--- src/rtl/cb_agd_burst_if.sv ---
// Request/address handshake bundle for the covariance-buffer burst address generator.
`timescale 1ns/1ps
interface cb_agd_burst_if #(
  parameter int unsigned CB_AW   = 20,
  parameter int unsigned ROW_LEN = 10,
  parameter int unsigned BL_W    = 6
);
  logic               req_valid;
  logic               req_ready;
  logic [ROW_LEN-1:0] req_row;
  logic [ROW_LEN-1:0] req_col;
  logic [BL_W-1:0]    req_len;
  logic               req_dir;
  logic               req_sym;
  logic               addr_valid;
  logic               addr_ready;
  logic [CB_AW-1:0]   CB_addr;
  logic               addr_last;
  logic               addr_err;
  logic               busy;

  modport master (
    output req_valid, req_row, req_col, req_len, req_dir, req_sym, addr_ready,
    input  req_ready, addr_valid, CB_addr, addr_last, addr_err, busy
  );

  modport slave (
    input  req_valid, req_row, req_col, req_len, req_dir, req_sym, addr_ready,
    output req_ready, addr_valid, CB_addr, addr_last, addr_err, busy
  );
endinterface

--- src/rtl/cb_agd_burst.sv ---
// Burst address generator for the group-lower-triangular covariance buffer:
// one CB word address per cycle along a row or column, 4-stage pipeline.
`timescale 1ns/1ps
module cb_agd_burst #(
  parameter int unsigned CB_AW       = 20,
  parameter int unsigned ROW_LEN     = 10,
  parameter int unsigned GROUP_SHIFT = 3,
  parameter int unsigned BL_W        = 6,
  parameter int unsigned MAX_ROW     = 1003
) (
  input logic            clk,
  input logic            sys_rst_n,
  cb_agd_burst_if.slave  bus
);
  localparam int unsigned KW = ROW_LEN - GROUP_SHIFT;
  localparam logic [ROW_LEN:0] MAXR = (ROW_LEN+1)'(MAX_ROW);

  typedef enum logic {IDLE, BURST} state_e;

  state_e             state_q;
  logic [ROW_LEN-1:0] row_q, col_q;
  logic [BL_W-1:0]    cnt_q;
  logic               dir_q, sym_q, wrap_q;

  logic               stall, en, issue;

  logic               s1_valid_q, s1_last_q, s1_err_q;
  logic [KW-1:0]      s1_k_q;
  logic [GROUP_SHIFT-1:0] s1_idx_q;
  logic [ROW_LEN-1:0] s1_col_q;

  logic               s2_valid_q, s2_last_q, s2_err_q;
  logic [CB_AW-1:0]   s2_tri_q, s2_roff_q;
  logic [ROW_LEN-1:0] s2_col_q;

  logic               s3_valid_q, s3_last_q, s3_err_q;
  logic [CB_AW-1:0]   s3_base_q, s3_rowoff_q;
  logic [ROW_LEN-1:0] s3_col_q;

  logic               out_valid_q, out_last_q, out_err_q;
  logic [CB_AW-1:0]   out_addr_q;

  logic [ROW_LEN-1:0] s1_row_d, s1_col_d;
  logic [KW-1:0]      s1_k_d;
  logic [GROUP_SHIFT-1:0] s1_idx_d;
  logic [ROW_LEN:0]   s1_lim_d;
  logic               s1_err_d;
  logic [CB_AW-1:0]   s2_kx_d, s2_tri_d, s2_roff_d;
  logic [CB_AW-1:0]   s3_base_d, s3_rowoff_d, out_addr_d;

  assign stall = out_valid_q && !bus.addr_ready;
  assign en    = !stall;
  assign issue = (state_q == BURST);

  assign bus.req_ready  = (state_q == IDLE) && !stall;
  assign bus.addr_valid = out_valid_q;
  assign bus.CB_addr    = out_addr_q;
  assign bus.addr_last  = out_last_q;
  assign bus.addr_err   = out_err_q;
  assign bus.busy       = issue || s1_valid_q || s2_valid_q || s3_valid_q || out_valid_q;

  // Fold into the lower triangle first so the group bound is checked on stored coordinates.
  always_comb begin
    s1_row_d = row_q;
    s1_col_d = col_q;
    if (sym_q && (col_q > row_q)) begin
      s1_row_d = col_q;
      s1_col_d = row_q;
    end
    s1_k_d   = s1_row_d[ROW_LEN-1:GROUP_SHIFT];
    s1_idx_d = s1_row_d[GROUP_SHIFT-1:0];
    s1_lim_d = ({{(GROUP_SHIFT+1){1'b0}}, s1_k_d} + (ROW_LEN+1)'(1)) << GROUP_SHIFT;
    s1_err_d = wrap_q || ({1'b0, s1_row_d} >= MAXR) || ({1'b0, s1_col_d} >= MAXR)
               || ({1'b0, s1_col_d} >= s1_lim_d);
  end

  always_comb begin
    s2_kx_d     = CB_AW'(s1_k_q);
    s2_tri_d    = (s2_kx_d * (s2_kx_d + CB_AW'(1))) >> 1;
    s2_roff_d   = CB_AW'(s1_idx_q) * (s2_kx_d + CB_AW'(1));
    s3_base_d   = s2_tri_q << (2 * GROUP_SHIFT);
    s3_rowoff_d = s2_roff_q << GROUP_SHIFT;
    out_addr_d  = s3_base_q + s3_rowoff_q + CB_AW'(s3_col_q);
  end

  always_ff @(posedge clk or negedge sys_rst_n) begin
    if (!sys_rst_n) begin
      state_q <= IDLE;
      row_q   <= '0;
      col_q   <= '0;
      cnt_q   <= '0;
      dir_q   <= 1'b0;
      sym_q   <= 1'b0;
      wrap_q  <= 1'b0;
    end else if (en) begin
      case (state_q)
        IDLE: begin
          if (bus.req_valid) begin
            row_q   <= bus.req_row;
            col_q   <= bus.req_col;
            cnt_q   <= bus.req_len;
            dir_q   <= bus.req_dir;
            sym_q   <= bus.req_sym;
            wrap_q  <= 1'b0;
            state_q <= BURST;
          end
        end
        BURST: begin
          // wrap_q is sticky so every element past the wrap point is flagged.
          if (dir_q) begin
            row_q <= row_q + ROW_LEN'(1);
            if (&row_q) wrap_q <= 1'b1;
          end else begin
            col_q <= col_q + ROW_LEN'(1);
            if (&col_q) wrap_q <= 1'b1;
          end
          if (cnt_q == '0) state_q <= IDLE;
          else             cnt_q   <= cnt_q - BL_W'(1);
        end
        default: state_q <= IDLE;
      endcase
    end
  end

  always_ff @(posedge clk or negedge sys_rst_n) begin
    if (!sys_rst_n) begin
      s1_valid_q  <= 1'b0;
      s1_last_q   <= 1'b0;
      s1_err_q    <= 1'b0;
      s1_k_q      <= '0;
      s1_idx_q    <= '0;
      s1_col_q    <= '0;
      s2_valid_q  <= 1'b0;
      s2_last_q   <= 1'b0;
      s2_err_q    <= 1'b0;
      s2_tri_q    <= '0;
      s2_roff_q   <= '0;
      s2_col_q    <= '0;
      s3_valid_q  <= 1'b0;
      s3_last_q   <= 1'b0;
      s3_err_q    <= 1'b0;
      s3_base_q   <= '0;
      s3_rowoff_q <= '0;
      s3_col_q    <= '0;
      out_valid_q <= 1'b0;
      out_last_q  <= 1'b0;
      out_err_q   <= 1'b0;
      out_addr_q  <= '0;
    end else if (en) begin
      s1_valid_q  <= issue;
      s1_last_q   <= issue && (cnt_q == '0);
      s1_err_q    <= issue && s1_err_d;
      s1_k_q      <= s1_k_d;
      s1_idx_q    <= s1_idx_d;
      s1_col_q    <= s1_col_d;
      s2_valid_q  <= s1_valid_q;
      s2_last_q   <= s1_last_q;
      s2_err_q    <= s1_err_q;
      s2_tri_q    <= s2_tri_d;
      s2_roff_q   <= s2_roff_d;
      s2_col_q    <= s1_col_q;
      s3_valid_q  <= s2_valid_q;
      s3_last_q   <= s2_last_q;
      s3_err_q    <= s2_err_q;
      s3_base_q   <= s3_base_d;
      s3_rowoff_q <= s3_rowoff_d;
      s3_col_q    <= s2_col_q;
      out_valid_q <= s3_valid_q;
      out_last_q  <= s3_last_q;
      out_err_q   <= s3_err_q;
      out_addr_q  <= out_addr_d;
    end
  end
endmodule
--- src/flat_wrapper.sv ---
// flat-port wrapper written by rule: the top's interface ports become plain ports
module cb_agd_burst_flat 
#(
  parameter int unsigned CB_AW       = 20,
  parameter int unsigned ROW_LEN     = 10,
  parameter int unsigned GROUP_SHIFT = 3,
  parameter int unsigned BL_W        = 6,
  parameter int unsigned MAX_ROW     = 1003
)
  (clk, sys_rst_n, bus_req_valid, bus_req_row, bus_req_col, bus_req_len, bus_req_dir, bus_req_sym, bus_addr_ready, bus_req_ready, bus_addr_valid, bus_CB_addr, bus_addr_last, bus_addr_err, bus_busy);
  cb_agd_burst_if #(.CB_AW(CB_AW), .ROW_LEN(ROW_LEN), .BL_W(BL_W)) bus_i ();
  input logic clk;
  input logic sys_rst_n;
  input wire logic [$bits(bus_i.req_valid)-1:0] bus_req_valid;
  input wire logic [$bits(bus_i.req_row)-1:0] bus_req_row;
  input wire logic [$bits(bus_i.req_col)-1:0] bus_req_col;
  input wire logic [$bits(bus_i.req_len)-1:0] bus_req_len;
  input wire logic [$bits(bus_i.req_dir)-1:0] bus_req_dir;
  input wire logic [$bits(bus_i.req_sym)-1:0] bus_req_sym;
  input wire logic [$bits(bus_i.addr_ready)-1:0] bus_addr_ready;
  output wire logic [$bits(bus_i.req_ready)-1:0] bus_req_ready;
  output wire logic [$bits(bus_i.addr_valid)-1:0] bus_addr_valid;
  output wire logic [$bits(bus_i.CB_addr)-1:0] bus_CB_addr;
  output wire logic [$bits(bus_i.addr_last)-1:0] bus_addr_last;
  output wire logic [$bits(bus_i.addr_err)-1:0] bus_addr_err;
  output wire logic [$bits(bus_i.busy)-1:0] bus_busy;
  assign bus_i.req_valid = bus_req_valid;
  assign bus_i.req_row = bus_req_row;
  assign bus_i.req_col = bus_req_col;
  assign bus_i.req_len = bus_req_len;
  assign bus_i.req_dir = bus_req_dir;
  assign bus_i.req_sym = bus_req_sym;
  assign bus_i.addr_ready = bus_addr_ready;
  assign bus_req_ready = bus_i.req_ready;
  assign bus_addr_valid = bus_i.addr_valid;
  assign bus_CB_addr = bus_i.CB_addr;
  assign bus_addr_last = bus_i.addr_last;
  assign bus_addr_err = bus_i.addr_err;
  assign bus_busy = bus_i.busy;
  cb_agd_burst #(.CB_AW(CB_AW), .ROW_LEN(ROW_LEN), .GROUP_SHIFT(GROUP_SHIFT), .BL_W(BL_W), .MAX_ROW(MAX_ROW)) u_core (.clk(clk), .sys_rst_n(sys_rst_n), .bus(bus_i));
endmodule
--- config.mk ---
export PLATFORM = sky130hd
export DESIGN_NAME = cb_agd_burst_flat
export DESIGN_NICKNAME = d
export VERILOG_FILES = /design/src/rtl/cb_agd_burst_if.sv /design/src/rtl/cb_agd_burst.sv /design/src/flat_wrapper.sv
export SDC_FILE = /design/constraint.sdc
export NUM_CORES = 1
export LEC_CHECK = 0
export CAP_MARGIN = 20
export CORE_MARGIN = 5
export CORE_UTILIZATION = 60
export CTS_BUF_LIST = sky130_fd_sc_hd__clkbuf_16
export DETAILED_ROUTE_END_ITERATION = 6
export PLACE_DENSITY = 0.86
export SKIP_CTS_REPAIR_TIMING = 1
export SLEW_MARGIN = 20
export SYNTH_ARGS = -nofsm -noshare
export SYNTH_HDL_FRONTEND = slang
export SYNTH_SLANG_ARGS = --single-unit
--- constraint.sdc ---
create_clock -name clk -period 12.1 [get_ports clk]
set_input_delay 2.42 -clock clk [delete_from_list [all_inputs] [get_ports clk]]
set_output_delay 2.42 -clock clk [all_outputs]
set_load 0.01 [all_outputs]
### Yosys cells after proc, flatten, opt, wreduce, memory -nomap -nowiden

Index checks and enable logic that the tools add are counted.
W data, S select, Z words.

* bits in registers: 164
* bits of input ports: 32

* add/sub/neg operators: 7
* multipliers: 2
* order comparisons: 4
* equality and inequality tests: 6
* mux-type cells: 19
* bitwise logic cells: 2
* reduce and logical (&&, ||, !) cells: 22

Operators by type and width (count)
* $mux W10: 6
* $pmux W10 S2: 2
* $add A10 B1 Y10 const B: 2
* $add A20 B10 Y20: 1
* $add A20 B20 Y20: 1
* $ge A10 B10 Y1 const B: 2
* $reduce_and A10 Y1: 2
* $add A7 B1 Y8 const B: 2
* $mul A7 B8 Y15: 1
* $mux W6: 2
* $pmux W6 S2: 1
* $reduce_and A3 Y1: 4
* $ge A10 B11 Y1: 1
* $mul A3 B8 Y11: 1
* $gt A10 B10 Y1: 1
* $ne A2 B2 Y1 const B: 4
* $logic_or A1 B1 Y1: 7
* $logic_not A6 Y1: 1
* $mux W1: 6
* $ne A3 B3 Y1 const B: 2
* $sub A6 B1 Y6 const B: 1
* $logic_and A1 B1 Y1: 5
* $pmux W1 S2: 2
* $reduce_and A4 Y1: 1
* 2 further kinds: 4

### Depth between registers and ports, before layout

Gate-level depths: netlist (run 1).

* depth after elaboration: 8
* depth in mapped cells: 23

### Worst setup path after synthesis (run 1)

OpenSTA, ideal clock, no wires.

* path type: input-to-output
* start point: input port bus_addr_ready
* end point: output port bus_req_ready
* arrival: 3.370 ns
* data required time: 9.680 ns
* setup slack: 6.310 ns
* cell stages on the path: 5
* cells stage by stage: nor2b_1 > clkbuf_1 > clkbuf_1 > clkbuf_1 > nor2_1

* word-level cells in the longest chain between the ends: 4

Ends and longest elaborated chain
* start, declared: RTL line flat_wrapper.sv:20 `input wire logic [$bits(bus_i.addr_ready)-1:0] bus_addr_ready;`
* $logic_not A1 Y1: RTL line cb_agd_burst.sv:51 `assign stall = out_valid_q && !bus.addr_ready;`
* $logic_and A1 B1 Y1: RTL line cb_agd_burst.sv:51
* $logic_not A1 Y1
* $logic_and A1 B1 Y1: RTL line cb_agd_burst.sv:55 `assign bus.req_ready = (state_q == IDLE) && !stall;`
* end, declared: RTL line flat_wrapper.sv:21 `output wire logic [$bits(bus_i.req_ready)-1:0] bus_req_ready;`

Every way passes these cells.

### Worst setup path after layout (run 1)

Same ends and word-level chain as after synthesis.

==> flow_metrics.py, run 1 <==
metrics = {
    "critical_path": {
        "cpPeakStageDelay_ns": 0.53,
        "critical-path-top-delay-family": "buffers and inverters",
        "slowest_stage": "buf_4",
        "arrival_ns": 4.15,
        "start_kind": "input pin",
        "crit_type": "input pin to output port",
        "cp_cell_sequence": "clkdlybuf4s50_1 > nor2b_4 > buf_4 > nor2_1 > clkdlybuf4s50_1",
        "reg2reg_from": "u_core.s1_k_q[0]",
        "crit_path_frequent_cell": "clkdlybuf4s50_1",
        "crit_fanout": 64,
        "startpoint": "bus_addr_ready",
        "end_kind": "output port",
        "cp.required_ns": 9.68,
        "crit_buf_inv": 3,
    },
    "synthesis": {
        "ys_types": 52,
        "syn-num-nets": 1334,
        "synth_seq_cells": 152,
        "synth_flop_cell": "dfrtp_1",
        "syn_area_per_cell_um2": 8.627,
        "yosysWarningCount": 0,
        "synth_edf_count": 0,
        "syn_area_um2": 10100,
        "synth_seq_area_share_pct": 37.65,
        "async_reset_ff_share_pct": 100.0,
        "synth_cells": 1171,
    },
    "timing": {
        "slew_headroom_pct": 32.63,
        "fin_tns_setup_ns": 0,
        "worst_slew_pin_slew_ns": 1.011,
        "fin_skew_ns": 0.008075,
        "final_max_slew_viol_count": 0,
        "period_share_pct": 54.32,
        "finalHoldViolations": 0,
        "setup_violations": 0,
        "rsz0062_at_grt": "no",
        "layout_min_cycle_time_ns": 6.573,
        "timing.fmax_mhz": 152.1,
    },
    "detailed_routing": {
        "wl_um": 21770,
        "viasPerCell": 5.643,
        "dr.pass1.iters": 5,
        "dr_wl_met2_um": 10680,
        "avgRoutedWirePerCell_um": 15.19,
        "antenna_left": 0,
        "drtIter0Drc": 628,
        "drc": 0,
        "vias": 8086,
        "wl_met1_um": 9568,
        "topRoutingLayerUsed": "met4",
        "wl_met3_um": 1176,
    },
    "clock_network": {
        "cts.reportedPaths.clkPinSlew_ns": 0.06,
        "ctsRootBufferMaster": "clkbuf_16",
        "clock_path_buffers": 2,
        "cts_tree": "built",
        "clkLatencyLatePin_ns": 0.43,
        "numClockSinks": 152,
        "numCtsBuffers": 17,
        "h-tree-depth": 4,
    },
    "floorplanning": {
        "num_rows": 47,
        "ioPinCount": 57,
        "die_area_um2": 19530,
        "die_y_um": 139.8,
        "die_w_um": 139.8,
        "initial_core_util_pct": 61.13,
        "core_region_area_um2": 16520,
    },
    "finish": {
        "drive_above_1_share_pct": 3.875,
        "fin_nets": 1363,
        "syn2layout_area_growth_pct": 12.95,
        "layout_commonest_cell": "nand2_1",
        "diodes": 0,
        "mostFrequentLayoutCells": "280 x nand2_1, 151 x dfrtp_1, 91 x a21oi_1, 90 x ha_1, 88 x nor2_1",
    },
    "run_status": {
        "status": "completed",
    },
    "global_route": {
        "grt_usage_pct": 23.29,
        "grt_overflow_total": 0,
        "antenna_found_initial": 0,
        "grt_pass1_wl_um": 38030,
        "grt_pass1_vias": 8037,
        "grt_max_degree": 86,
    },
    "placement": {
        "gp_congestion": 0.9073,
        "port_buffers": 56,
        "dp_hpwl_um": 15100,
    },
    "run": {
        "cap_violations": 0,
    },
    "worst_hold_path": {
        "hold_path.class": "flip-flop to flip-flop",
        "hold_start": "u_core.bus.CB_addr[1]",
    },
}
-- registers in the layout, summed over array words and instances, names as in the netlist, 3 cells and up --
signal / cells
u_core.bus.CB_addr: 20
u_core.cnt_q: 6
u_core.s3_rowoff_q: 11
u_core.s1_k_q: 7
u_core.s2_roff_q: 11
u_core.s1_col_q: 10
u_core.s3_col_q: 10
u_core.col_q: 10
u_core.s2_tri_q: 14
u_core.s3_base_q: 14
u_core.row_q: 10
u_core.s1_idx_q: 3
u_core.s2_col_q: 10
-- cell usage after synthesis, types with 4 or more instances --
cell type	instances	share of area [%]
a211oi_1	6	0.45
a21o_1	5	0.37
a21oi_1	91	4.5
and2_1	8	0.50
and3_1	7	0.43
clkbuf_1	46	1.7
dfrtp_1	152	38
fa_1	41	8.1
ha_1	90	11
inv_1	70	2.6
mux2i_1	15	1.5
nand2_1	280	10
nand2b_1	35	2.2
nand3_1	21	1.0
nand4_1	10	0.62
nor2_1	88	3.3
nor2b_1	30	1.9
nor3_1	10	0.50
o21a_1	4	0.30
o21ai_0	76	3.8
o22ai_1	6	0.37
xnor2_1	18	1.6
xor2_1	16	1.4
-- metal layers --
layer	up-vias	track usage, %
met3	42	4.837
met4	0	6.272
met1	3869	31.65
li1	3942	-
met2	233	38.31
met5	-	0
-- worst paths after layout --
| path | endpoint | slack, ns | cells after the start |
|---|---|---|---|
| hold / removal | u_core.bus.CB_addr[1] | 0.46 | 2 |
| setup reg to reg | u_core.s2_tri_q[13] | 6.24 | 20 |
| max in group asynchronous | u_core.issue | 8.61 | 2 |
| setup / recovery | bus_req_ready | 5.53 | 5 |
| hold reg to reg | u_core.bus.CB_addr[1] | 0.46 | 2 |
| min in group asynchronous | u_core.s3_col_q[1] | 2.01 | 1 |
-- logic make-up after synthesis --
logic type | count (synthesis) | share of synthesized area (%)
AO/OA/AOI/OAI | 215 | 12.19
XOR/XNOR | 34 | 2.948
adder cells (fa/ha/maj) | 131 | 19.27
buffers and inverters | 122 | 4.607
multiplexers | 17 | 1.709
AND/OR/NAND/NOR | 500 | 21.63
flip-flops | 152 | 37.65
-- area by class of cell --
type	count	area, µm²
flip-flops and latches	152	3805
inverters	70	262.8
fillers	1225	5114
clock inverters	15	176.4
clock buffers	17	425.4
well taps	220	275.3
repair buffers	62	606.8
multi-input cells	897	5859
-- metrics by stage --
step | setup WS (ns) | cell area, µm² | cells | hold WS [ns] | utilization, %
2_1_floorplan | 6.310 | 10100 | 1171 | 0.4386 | -
3_3_place_gp | 5.554 | 10810 | 1401 | 0.4498 | 65.41
3_5_place_dp | 5.515 | 10810 | 1401 | 0.4546 | 65.41
4_1_cts | 5.510 | 11410 | 1433 | 0.4692 | 69.05
5_1_grt | 5.417 | 11410 | 1433 | 0.4857 | 69.05
6_report | 5.527 | 11410 | 1433 | 0.4621 | 69.05
-- tightest hold or removal path: stages (launching register included) --
cell and delay, ns:
dfrtp_1 0.34, nand2_1 0.05, nand2_1 0.04
Power of run 1 is left out: the tool's default activity adds up to more than one toggle a clock period on the data nets, which glitch-free logic cannot reach.
==> run 2, diff against run 1 <==
==> constraint.sdc (replaced) <==
create_clock -name clk -period 6.5 [get_ports clk]
set_input_delay 1.3 -clock clk [delete_from_list [all_inputs] [get_ports clk]]
set_output_delay 1.3 -clock clk [all_outputs]
set_load 0.01 [all_outputs]
==> run 2 against run 1 <==
Worst hold slack lost 0.0012 ns. Die area did not move. Cell count about the same. Utilization shrank 0.19 points. Global-route usage shrank 0.17 points. Clock skew rose by 0.0021 ns. Critical path depth is 14 higher. Wire length is 1.8% lower. Critical endpoint is now u_core.s2_tri_q[13]. Clock-buffer cell count stayed put. Worst setup slack got worse by 4.8 ns. Sequential share of layout area rose by 0.091 points.
==> flow_metrics.py, run 2 (same netlist as run 1, synthesis figures left out) <==
metrics = {
    "detailed_routing": {
        "dr.pass1.iters": 5,
        "drtIter0Drc": 503,
        "wl_um": 21370,
        "vias": 7984,
        "antenna_left": 0,
        "viasPerCell": 5.575,
        "drc": 0,
        "avgRoutedWirePerCell_um": 14.92,
    },
    "global_route": {
        "grt_pass1_vias": 7836,
        "grt_usage_pct": 23.12,
        "grt_overflow_total": 0,
        "grt_pass1_wl_um": 37520,
        "antenna_found_initial": 0,
        "grt_max_degree": 94,
    },
    "floorplanning": {
        "die_w_um": 139.8,
        "core_region_area_um2": 16520,
        "die_y_um": 139.8,
        "die_area_um2": 19530,
        "ioPinCount": 57,
        "num_rows": 47,
        "initial_core_util_pct": 61.13,
    },
    "timing": {
        "worst_slew_pin_slew_ns": 1.008,
        "final_max_slew_viol_count": 0,
        "timing.fmax_mhz": 172.6,
        "finalHoldViolations": 0,
        "slew_headroom_pct": 32.57,
        "hold_ws_ns": 0.4610,
        "fin_tns_setup_ns": 0,
        "period_share_pct": 89.15,
        "fin_skew_ns": 0.01016,
        "setup_violations": 0,
        "layout_min_cycle_time_ns": 5.795,
        "rsz0062_at_grt": "no",
    },
    "placement": {
        "gp_congestion": 0.9219,
        "dp_hpwl_um": 15560,
        "port_buffers": 56,
        "placedCellCount": 1401,
    },
    "finish": {
        "fin_nets": 1363,
        "diodes": 0,
        "largest_reg_flops": 20,
        "fin_util_pct": 68.87,
        "drive_above_1_share_pct": 4.125,
        "num-fill-cells": 1282,
        "layout_commonest_cell": "nand2_1",
        "final_cells": 1432,
        "mostFrequentLayoutCells": "280 x nand2_1, 151 x dfrtp_1, 90 x a21oi_1, 90 x ha_1, 88 x nor2_1",
        "syn2layout_area_growth_pct": 12.65,
    },
    "critical_path": {
        "crit_buf_inv": 4,
        "arrival_ns": 6.07,
        "crit_fanout": 13,
        "start_kind": "flip-flop",
        "end_kind": "flip-flop",
        "critical-path-top-delay-family": "adder cells",
        "crit_type": "flip-flop to flip-flop",
        "slowest_stage": "dfrtp_1",
        "cpPeakStageDelay_ns": 0.60,
        "cp_cell_sequence": "inv_1 > ha_1 > nand2b_1 > fa_1 > inv_1 > fa_1 > inv_1 > fa_1 > inv_1 > fa_1 > ha_1 > and2_1 > a31oi_1 > a21oi_1 > and4_1 > a2111oi_4 > a21oi_1 > xnor2_1 > a21oi_1",
        "cp.required_ns": 6.78,
    },
    "run_status": {
        "status": "completed",
    },
    "clock_network": {
        "h-tree-depth": 4,
        "cts.reportedPaths.clkPinSlew_ns": 0.06,
        "numCtsBuffers": 17,
        "numClockSinks": 152,
        "cts_tree": "built",
        "clock_path_buffers": 2,
        "clkLatencyLatePin_ns": 0.43,
        "ctsRootBufferMaster": "clkbuf_16",
    },
    "worst_hold_path": {
        "hold_path.class": "flip-flop to flip-flop",
    },
    "run": {
        "cap_violations": 0,
    },
}
-- run 2: area by class of cell --
cell class / instances / area [µm²] / area share, %
multi-input cells: 897 / 5863 / 51.52
flip-flops and latches: 152 / 3805 / 33.44
repair buffers: 62 / 606.8 / 5.333
clock buffers: 17 / 425.4 / 3.738
well taps: 220 / 275.3 / 2.419
inverters: 70 / 262.8 / 2.309
clock inverters: 14 / 141.4 / 1.242
-- run 2: worst min-delay path, delay by kind of cell (launching register included) --
kind / cells / cell delay (ns)
and+or+nand+nor: 2 / 0.09
DFF: 1 / 0.34
-- run 2: metal layers --
layer	wire (µm)	GRT usage, %	part of all wire (%)	up-vias
li1	-	-	-	3937
met1	9626	31.98	45	3815
met2	10310	37.55	48	189
met3	988	4.014	4.6	43
met4	445	7.139	2.1	0
met5	0	0	0	-
-- run 2: final timing paths --
kind	from	cells past startpoint	slack, ns	end
setup / recovery	u_core.s1_k_q[0]	19	0.71	u_core.s2_tri_q[13]
hold / removal	u_core.bus.CB_addr[1]	2	0.46	u_core.bus.CB_addr[1]
setup reg to reg	u_core.s1_k_q[0]	19	0.71	u_core.s2_tri_q[13]
hold reg to reg	u_core.bus.CB_addr[1]	2	0.46	u_core.bus.CB_addr[1]
max in group asynchronous	sys_rst_n	2	4.28	u_core.s2_tri_q[0]
min in group asynchronous	sys_rst_n	1	0.94	u_core.bus.CB_addr[0]
-- run 2: through the flow --
stage,cell area (µm²),worst slack (ns)
finish,11380,0.7054
global route,11380,0.2814
CTS,11380,0.7025
detailed placement,10810,0.7259
global placement,10810,0.8931
floorplan,10100,1.097
Power of run 2 is left out for the same reason.
